--- src/rtl/cv32e40px_sleep_gate_ctrl.sv ---
// cv32e40px_sleep_gate_ctrl: debounced core-sleep clock-gate enable with wake settle window.
// Optional gated-cycle counter is enabled by defining SLEEP_GATE_CNT_EN.
module cv32e40px_sleep_gate_ctrl #(
  parameter int ENTRY_CYCLES = 4,
  parameter int EXIT_CYCLES  = 2,
  parameter int CNT_WIDTH    = 32
) (
  input  logic                 clk_i,
  input  logic                 rst_i,
  input  logic                 core_sleep_i,
  input  logic                 sleep_allow_i,
  input  logic                 irq_pending_i,
  input  logic                 debug_req_i,
  input  logic                 cnt_clear_i,
  output logic                 clk_gate_en_o,
  output logic [1:0]           sleep_state_o,
  output logic                 wake_o,
  output logic [CNT_WIDTH-1:0] sleep_cnt_o
);
  typedef enum logic [1:0] {ACTIVE = 2'd0, ENTRY = 2'd1, GATED = 2'd2, EXIT = 2'd3} state_e;
  localparam logic [7:0] ENTRY_T = 8'(ENTRY_CYCLES);
  localparam logic [7:0] EXIT_T  = 8'(EXIT_CYCLES);
  state_e     r_state, w_state_nxt;
  logic [7:0] r_timer, w_timer_nxt;
  logic       r_rearm, w_rearm_nxt, r_gate_en, r_wake;
  logic       w_stay, w_gated_exit;
  // w_stay: conditions that keep the core asleep (no wake, still sleeping, still allowed)
  assign w_stay       = core_sleep_i & sleep_allow_i & ~(irq_pending_i | debug_req_i);
  assign w_gated_exit = (r_state == GATED) & ~w_stay;
  always_comb begin
    w_state_nxt = r_state;
    w_timer_nxt = r_timer;
    w_rearm_nxt = r_rearm;
    unique case (r_state)
      ACTIVE: begin
        if (!core_sleep_i) w_rearm_nxt = 1'b1;
        if (w_stay && r_rearm) begin
          w_state_nxt = ENTRY;
          w_timer_nxt = 8'd1;
        end
      end
      ENTRY: begin
        if (!w_stay) w_state_nxt = ACTIVE;
        else if (r_timer == ENTRY_T) w_state_nxt = GATED;
        else w_timer_nxt = r_timer + 8'd1;
      end
      GATED: begin
        if (!w_stay) begin
          w_state_nxt = EXIT;
          w_timer_nxt = 8'd1;
        end
      end
      EXIT: begin
        if (r_timer == EXIT_T) begin
          w_state_nxt = ACTIVE;
          w_rearm_nxt = 1'b0;
        end else w_timer_nxt = r_timer + 8'd1;
      end
    endcase
  end
  always_ff @(posedge clk_i) begin
    if (rst_i) begin
      r_state   <= ACTIVE;
      r_timer   <= 8'd0;
      r_rearm   <= 1'b1;
      r_gate_en <= 1'b1;
      r_wake    <= 1'b0;
    end else begin
      r_state   <= w_state_nxt;
      r_timer   <= w_timer_nxt;
      r_rearm   <= w_rearm_nxt;
      r_gate_en <= w_state_nxt != GATED;
      r_wake    <= w_gated_exit;
    end
  end
  assign clk_gate_en_o = r_gate_en;
  assign sleep_state_o = r_state;
  assign wake_o        = r_wake;
`ifdef SLEEP_GATE_CNT_EN
  logic [CNT_WIDTH-1:0] r_cnt;
  always_ff @(posedge clk_i) begin
    if (rst_i || cnt_clear_i) r_cnt <= '0;
    else if (r_state == GATED && w_stay && !(&r_cnt)) r_cnt <= r_cnt + 1'b1;
  end
  assign sleep_cnt_o = r_cnt;
`else
  logic w_unused;
  assign w_unused    = cnt_clear_i;
  assign sleep_cnt_o = '0;
`endif
endmodule
--- config.mk ---
export PLATFORM = sky130hd
export DESIGN_NAME = cv32e40px_sleep_gate_ctrl
export DESIGN_NICKNAME = d
export VERILOG_FILES = /design/src/rtl/cv32e40px_sleep_gate_ctrl.sv
export SDC_FILE = /design/constraint.sdc
export NUM_CORES = 1
export LEC_CHECK = 0
export BUFFER_PORTS_ARGS = -buffer_cell sky130_fd_sc_hd__buf_2
export CORE_MARGIN = 3
export CORE_UTILIZATION = 30
export CTS_CLUSTER_DIAMETER = 150
export CTS_CLUSTER_SIZE = 40
export DETAILED_ROUTE_END_ITERATION = 7
export PLACE_DENSITY = 0.56
export SLEW_MARGIN = 10
export SYNTH_ARGS = -nofsm -noshare
export SYNTH_HDL_FRONTEND = slang
export SYNTH_SLANG_ARGS = --single-unit
--- constraint.sdc ---
create_clock -name clk_i -period 2.7 [get_ports clk_i]
set_input_delay 0.405 -clock clk_i [delete_from_list [all_inputs] [get_ports clk_i]]
set_output_delay 0.405 -clock clk_i [all_outputs]
set_load 0.01 [all_outputs]
==> results of run 1 <==
[worst max-delay path by stage]
| stage | endpoint | slack [ns] | depth (start not counted) |
|---|---|---|---|
| 2_1_floorplan | r_timer[2]$_SDFFE_PP0P_ | 0.93 | 5 |
| 3_3_place_gp | r_timer[6]$_SDFFE_PP0P_ | 0.63 | 6 |
| 3_5_place_dp | r_timer[6]$_SDFFE_PP0P_ | 0.58 | 6 |
| 4_1_cts | r_timer[2]$_SDFFE_PP0P_ | 0.74 | 5 |
| 5_1_grt | r_timer[3]$_SDFFE_PP0P_ | 0.63 | 5 |
| 6_report | r_timer[2]$_SDFFE_PP0P_ | 0.73 | 5 |
[cells in the mapped netlist, drive strengths merged (3+ instances only)]
master	count	area share
buf	32	0.24
dfxtp	13	0.26
nand2	11	0.041
nor2	10	0.037
mux2i	7	0.069
o21ai	7	0.035
or3	7	0.043
clkbuf	4	0.016
inv	4	0.015
ha	3	0.037
nand3	3	0.015
nor3	3	0.015
[sequential cells by signal, summed over array words and instances, names as in the netlist]
register	flops
clk_gate_en_o	1
r_rearm	1
r_timer	8
sleep_state_o	2
wake_o	1
[worst register-to-register path: cells and delay by family (launching register included)]
kind,cells,cell delay (ns)
simple gates,4,1.22
flops,1,0.35
compound gates,1,0.30
[cell usage in the layout (no fill, tap or decap), types with 3 or more instances in the layout]
cell type / n
clkbuf_4: 3
nor3_1: 3
ha_1: 3
inv_1: 4
buf_2: 9
or3_1: 7
nand3_1: 3
nand2_1: 11
nor2_1: 10
dfxtp_1: 13
mux2i_1: 7
o21ai_0: 6
conb_1: 32
[layer usage]
layer	vias to the layer above	wire length, um
met4	0	59
met3	6	108
li1	389	-
met1	331	784
met5	-	0
met2	32	790
[cells by family after synthesis]
kind of cell / Yosys count / synth area share
buffers and inverters: 40 / 0.269
AOI/OAI and AO/OA: 14 / 0.0817
DFF: 13 / 0.257
muxes: 7 / 0.0693
and+or+nand+nor: 49 / 0.282
adders and majority gates: 3 / 0.0371
other: 1 / 0.00371
[per-stage QoR]
stage / utilization / area (sq um)
after CTS: 0.319 / 997
after global placement: 0.310 / 971
after detailed placement: 0.310 / 971
after floorplan: - / 1130
final: 0.319 / 997
after global routing: 0.319 / 997
[cell type report]
type                    instances  share of cell area
clock buffers                   4              0.0263
inverters                       4              0.0151
repair buffers                  9              0.0452
well taps                      44              0.0552
flip-flops and latches         13               0.261
multi-input cells             105               0.597
[power by group through the flow]
stage | Clock (mW) | Sequential [mW] | Combinational [mW]
after CTS | 0.133 | 0.194 | 0.0395
after global routing | 0.135 | 0.194 | 0.0457
after global placement | 0 | 0.198 | 0.0390
after detailed placement | 0 | 0.198 | 0.0394
final | 0.126 | 0.194 | 0.0405
after floorplan | 0 | 0.198 | 0.0678
==> results.sh, run 1 <==
export IMPL_drcViolationCount=0
export IMPL_drtPass1Iterations=4
export IMPL_rows=20
export IMPL_use_met1=0.106
export IMPL_intPower_uw=258
export IMPL_rr_startpoint="r_timer[3]$_SDFFE_PP0P_"
export IMPL_clk_pin_slew_worst_paths_ns=0.09
export IMPL_ys_async_sr_fraction=0
export IMPL_worstMarginPinSlew_ns=0.587
export IMPL_reg2reg_to="r_timer[2]$_SDFFE_PP0P_"
export IMPL_drt_iter0_drc=20
export IMPL_start_util=0.323
export IMPL_use_met2=0.132
export IMPL_ctsRootBufferMaster="clkbuf_4"
export IMPL_area_growth_pct=-1.36
export IMPL_max_cap_viol_count=0
export IMPL_required_ns=2.89
export IMPL_syn_area_sq_mm=0.00101
export IMPL_port_buffers=9
export IMPL_worst_path_buf_inv=0
export IMPL_setup_viol=0
export IMPL_place_ws_ns=0.578
export IMPL_antenna_cells=0
export IMPL_clkPwrFrac=0.349
export IMPL_grt_usage=0.0856
export IMPL_ant_nets=0
export IMPL_synth_edf_count=0
export IMPL_postCtsResizedCells=0
export IMPL_critPathSlowestCell="or4_4"
export IMPL_coreArea_sq_mm=0.00313
export IMPL_die_h_um=64.1
export IMPL_swShare=0.282
export IMPL_r2r_slack_ns=0.73
export IMPL_cp_cell_sequence="or4_4, o2bb2ai_1, nor2_1, or3_1, and3_1"
export IMPL_min_delay_start="rst_i"
export IMPL_boundaryPins=43
export IMPL_die_w_um=64.1
export IMPL_wl_per_cell_um=9.73
export IMPL_critical_path_top_delay_family="simple AND/OR/NAND/NOR gates"
export IMPL_tns_ns=0
export IMPL_grt_max_degree=15
export IMPL_busiest_layer="met2"
export IMPL_finalCritPeriodShare=0.730
export IMPL_nets=146
export IMPL_ff2ff_path_depth=5
export IMPL_stdcell_count=179
export IMPL_leakagePower_nw=0.460
export IMPL_cts_htree_levels=1
export IMPL_placed_cells=175
export IMPL_grt_pass1_wl_um=2800
export IMPL_status="completed"
export IMPL_min_to="sleep_state_o[0]$_SDFF_PP0_"
export IMPL_layout_area_seq_sq_um=260
export IMPL_cp_max_fo=5
export IMPL_hold_viol_final=0
export IMPL_ys_seq_elements=13
export IMPL_worst_setup_path_type="reg2reg"
export IMPL_dr_total_vias=758
export IMPL_grt_pass1_vias=652
export IMPL_place_congestion=0.823
export IMPL_p_comb_frac=0.112
export IMPL_min_path_type="in2reg"
export IMPL_multi_input_area_sq_um=596
export IMPL_cts_sinks=13
export IMPL_ir_drop_mv=0.0832
export IMPL_worstPathArrival_ns=2.16
export IMPL_viasPerCell=4.23
export IMPL_synth_main_ff_cell="dfxtp_1"
export IMPL_p_sw_uw=101
export IMPL_dieArea_sq_mm=0.00410
export IMPL_avgSynthCellArea_sq_um=7.96
export IMPL_synth_cell_type_count=31
export IMPL_ys_seq_area_frac=0.257
export IMPL_clk_insertion_delay_late_ns=0.28
export IMPL_grt_use_met3=0.0123
export IMPL_yosysWarnings=0
export IMPL_cts_buffers=3
export IMPL_drive_above_1_share=0.111
export IMPL_fmax_mhz=507
export IMPL_num_fill_cells=339
export IMPL_worstHoldPathCells=2
export IMPL_power_per_cell_area_mw_per_mm2=361
export IMPL_finalCriticalPeriod_ns=1.97
export IMPL_holdBufCountCts=0
export IMPL_finalPower_uw=360
export IMPL_p_seq_frac=0.538
export IMPL_cp_start_kind="register"
export IMPL_end_kind="register"
export IMPL_startpoint="r_timer[3]$_SDFFE_PP0P_"
export IMPL_routed_wl_um=1740
export IMPL_cts_tree="yes"
export IMPL_antenna_found_initial=0
export IMPL_fin_skew_ns=0.00635
export IMPL_slew_headroom=0.603
export IMPL_dp_hpwl_um=1340
export IMPL_clock_path_buffers=2
export IMPL_grt_overflow=0
export IMPL_crit_path_max_incr_delay_ns=0.57
export IMPL_timing_hold_ws_ns=0.433
export IMPL_finalMaxSlewViolations=0
export IMPL_cts_setup_buffers=0
export IMPL_netlist_instances=127
export IMPL_grt_setup_unrepaired="false"
export IMPL_setup_ws_ns=0.729
Power figures use the tool's default switching activity.
==> inputs of run 2 (changes only) <==
Settings changed: ABC_AREA set to 1, PLACE_DENSITY 0.56 to 0.55.
Clock period 2.7 ns to 2 ns, I/O delays scaled along.
==> run 2 against run 1 <==
Against the previous run:
- first-iteration DRC count is 10% lower
- synthesized cell count is 20% higher
- cell count is 16% higher
- total power is 42% higher
- largest power group unchanged
- highest routed layer unchanged
==> results.sh, run 2 <==
export IMPL_syn_area_sq_mm=0.00106
export IMPL_met1_length_um=879
export IMPL_ys_async_sr_fraction=0
export IMPL_coreArea_sq_mm=0.00320
export IMPL_swShare=0.305
export IMPL_avgSynthCellArea_sq_um=6.96
export IMPL_ys_seq_elements=13
export IMPL_clk_insertion_delay_late_ns=0.28
export IMPL_grt_pass1_wl_um=3220
export IMPL_post_route_cell_area_sq_mm=0.00106
export IMPL_die_h_um=65.4
export IMPL_intPower_uw=356
export IMPL_finalPower_uw=512
export IMPL_cp_start_kind="register"
export IMPL_grt_max_degree=13
export IMPL_tns_ns=0
export IMPL_grt_overflow=0
export IMPL_setup_viol=0
export IMPL_hold_viol_final=0
export IMPL_nets=174
export IMPL_clk_pin_slew_worst_paths_ns=0.08
export IMPL_area_growth_pct=-0.119
export IMPL_routed_wl_um=1880
export IMPL_ir_drop_mv=0.339
export IMPL_power_per_cell_area_mw_per_mm2=484
export IMPL_critical_path_top_delay_family="simple AND/OR/NAND/NOR gates"
export IMPL_synth_main_ff_cell="dfxtp_1"
export IMPL_ant_nets=0
export IMPL_antenna_cells=0
export IMPL_cp_cell_sequence="inv_1, ha_1, nand2_1, nor2_1, nand2_1, nand3_2, nand2_4, nand2_8, nand2_1, a21oi_2"
export IMPL_synthTopCellsByCount="buf_4, nand2_1, nand3_1, nor2_1, dfxtp_1"
export IMPL_synth_top_area_cell="dfxtp_1"
export IMPL_antenna_found_initial=0
export IMPL_synth_edf_count=0
export IMPL_multi_input_area_sq_um=626
export IMPL_yosys_top_cells_area="dfxtp_1, buf_4, nand2_1"
export IMPL_route_met3_wl_um=164
export IMPL_final_cell_mix="nand2_1, conb_1, nand3_1, nor2_1, dfxtp_1"
export IMPL_grt_usage=0.0973
export IMPL_ctsRootBufferMaster="clkbuf_4"
export IMPL_die_w_um=65.4
export IMPL_start_util=0.330
export IMPL_synth_top_area_frac=0.246
export IMPL_finalMaxSlewViolations=0
export IMPL_viasPerCell=4.08
export IMPL_drive_above_1_share=0.172
export IMPL_p_seq_frac=0.521
export IMPL_top_layer="met4"
export IMPL_worst_setup_path_type="reg2reg"
export IMPL_leakagePower_nw=0.447
export IMPL_cts_sinks=13
export IMPL_required_ns=2.17
export IMPL_clkPwrFrac=0.331
export IMPL_drtPass1Iterations=6
export IMPL_min_path_type="in2reg"
export IMPL_worst_path_buf_inv=1
export IMPL_netlist_instances=152
export IMPL_dr_total_vias=844
export IMPL_cts_buffers=3
export IMPL_layout_area_seq_sq_um=260
export IMPL_wl_per_cell_um=9.10
export IMPL_regMostFlops="r_timer"
export IMPL_timing_hold_ws_ns=0.330
export IMPL_cts_htree_levels=1
export IMPL_fmax_mhz=672
export IMPL_grt_pass1_vias=708
export IMPL_postCtsResizedCells=0
export IMPL_largest_reg_flops=8
export IMPL_finalCriticalPeriod_ns=1.49
export IMPL_fin_util=0.330
export IMPL_holdBufCountCts=0
export IMPL_dp_hpwl_um=1420
export IMPL_port_buffers=9
export IMPL_path_common_cell="nand2_1"
export IMPL_setup_ws_ns=0.513
export IMPL_synth_cell_type_count=26
export IMPL_p_sw_uw=156
export IMPL_dr_wl_met2_um=815
export IMPL_cts_setup_buffers=0
export IMPL_placed_cells=203
export IMPL_ys_seq_area_frac=0.246
export IMPL_place_congestion=0.819
export IMPL_max_cap_viol_count=0
export IMPL_grt_setup_unrepaired="false"
export IMPL_drcViolationCount=0
export IMPL_clock_path_buffers=2
export IMPL_stdcell_count=207
export IMPL_end_kind="register"
export IMPL_rows=20
export IMPL_drt_iter0_drc=18
export IMPL_crit_path_max_incr_delay_ns=0.40
export IMPL_num_fill_cells=375
export IMPL_worstPathArrival_ns=1.66
export IMPL_boundaryPins=43
export IMPL_p_comb_frac=0.148
export IMPL_cp_max_fo=10
export IMPL_yosysWarnings=0
export IMPL_status="completed"
export IMPL_finalCritPeriodShare=0.744
export IMPL_place_area_sq_mm=0.00103
export IMPL_place_ws_ns=0.533
export IMPL_fin_skew_ns=0.00322
export IMPL_cts_tree="yes"
export IMPL_dieArea_sq_mm=0.00428
export IMPL_critPathSlowestCell="dfxtp_1"
-- run 2: cell families after synthesis --
kind of cell	Yosys count	share of synthesized area
other cells	1	0.00354
flops	13	0.246
simple gates	75	0.338
compound gates	14	0.0958
fa+ha+maj	3	0.0355
buf+inv	45	0.273
xor+xnor	1	0.00828
-- run 2: layout make-up --
class                   count  share of cell area
multi-input cells         125               0.592
flip-flops and latches     13               0.246
well taps                  44              0.0521
repair buffers              9              0.0426
inverters                  12              0.0426
clock buffers               4              0.0249
-- run 2: final timing paths --
kind | from | end | slack, ns | cells after the start
setup / recovery | r_timer[0]$_SDFFE_PP0P_ | r_timer[5]$_SDFFE_PP0P_ | 0.51 | 10
hold / removal | core_sleep_i | r_rearm$_SDFFE_PP1P_ | 0.33 | 4
setup reg to reg | r_timer[0]$_SDFFE_PP0P_ | r_timer[5]$_SDFFE_PP0P_ | 0.51 | 10
hold reg to reg | r_timer[7]$_SDFFE_PP0P_ | r_timer[7]$_SDFFE_PP0P_ | 0.50 | 2
-- run 2: layer usage --
layer  GRT usage  vias up
met5           0        -
met4      0.0259        0
met3      0.0376        2
met2       0.147       35
met1       0.129      366
li1            -      441
-- run 2: tightest hold or removal path, cell delays in order --
cell and delay (ns):
buf_2 0.09, nor2_1 0.04, nor2_1 0.06, o21ai_0 0.08
-- run 2: power groups by stage --
stage	Combinational, mW	Clock (mW)	Sequential [mW]
floorplan	0.106	0	0.272
global placement	0.0751	0	0.273
detailed placement	0.0749	0	0.273
CTS	0.0750	0.175	0.267
global route	0.0874	0.185	0.268
finish	0.0759	0.170	0.267
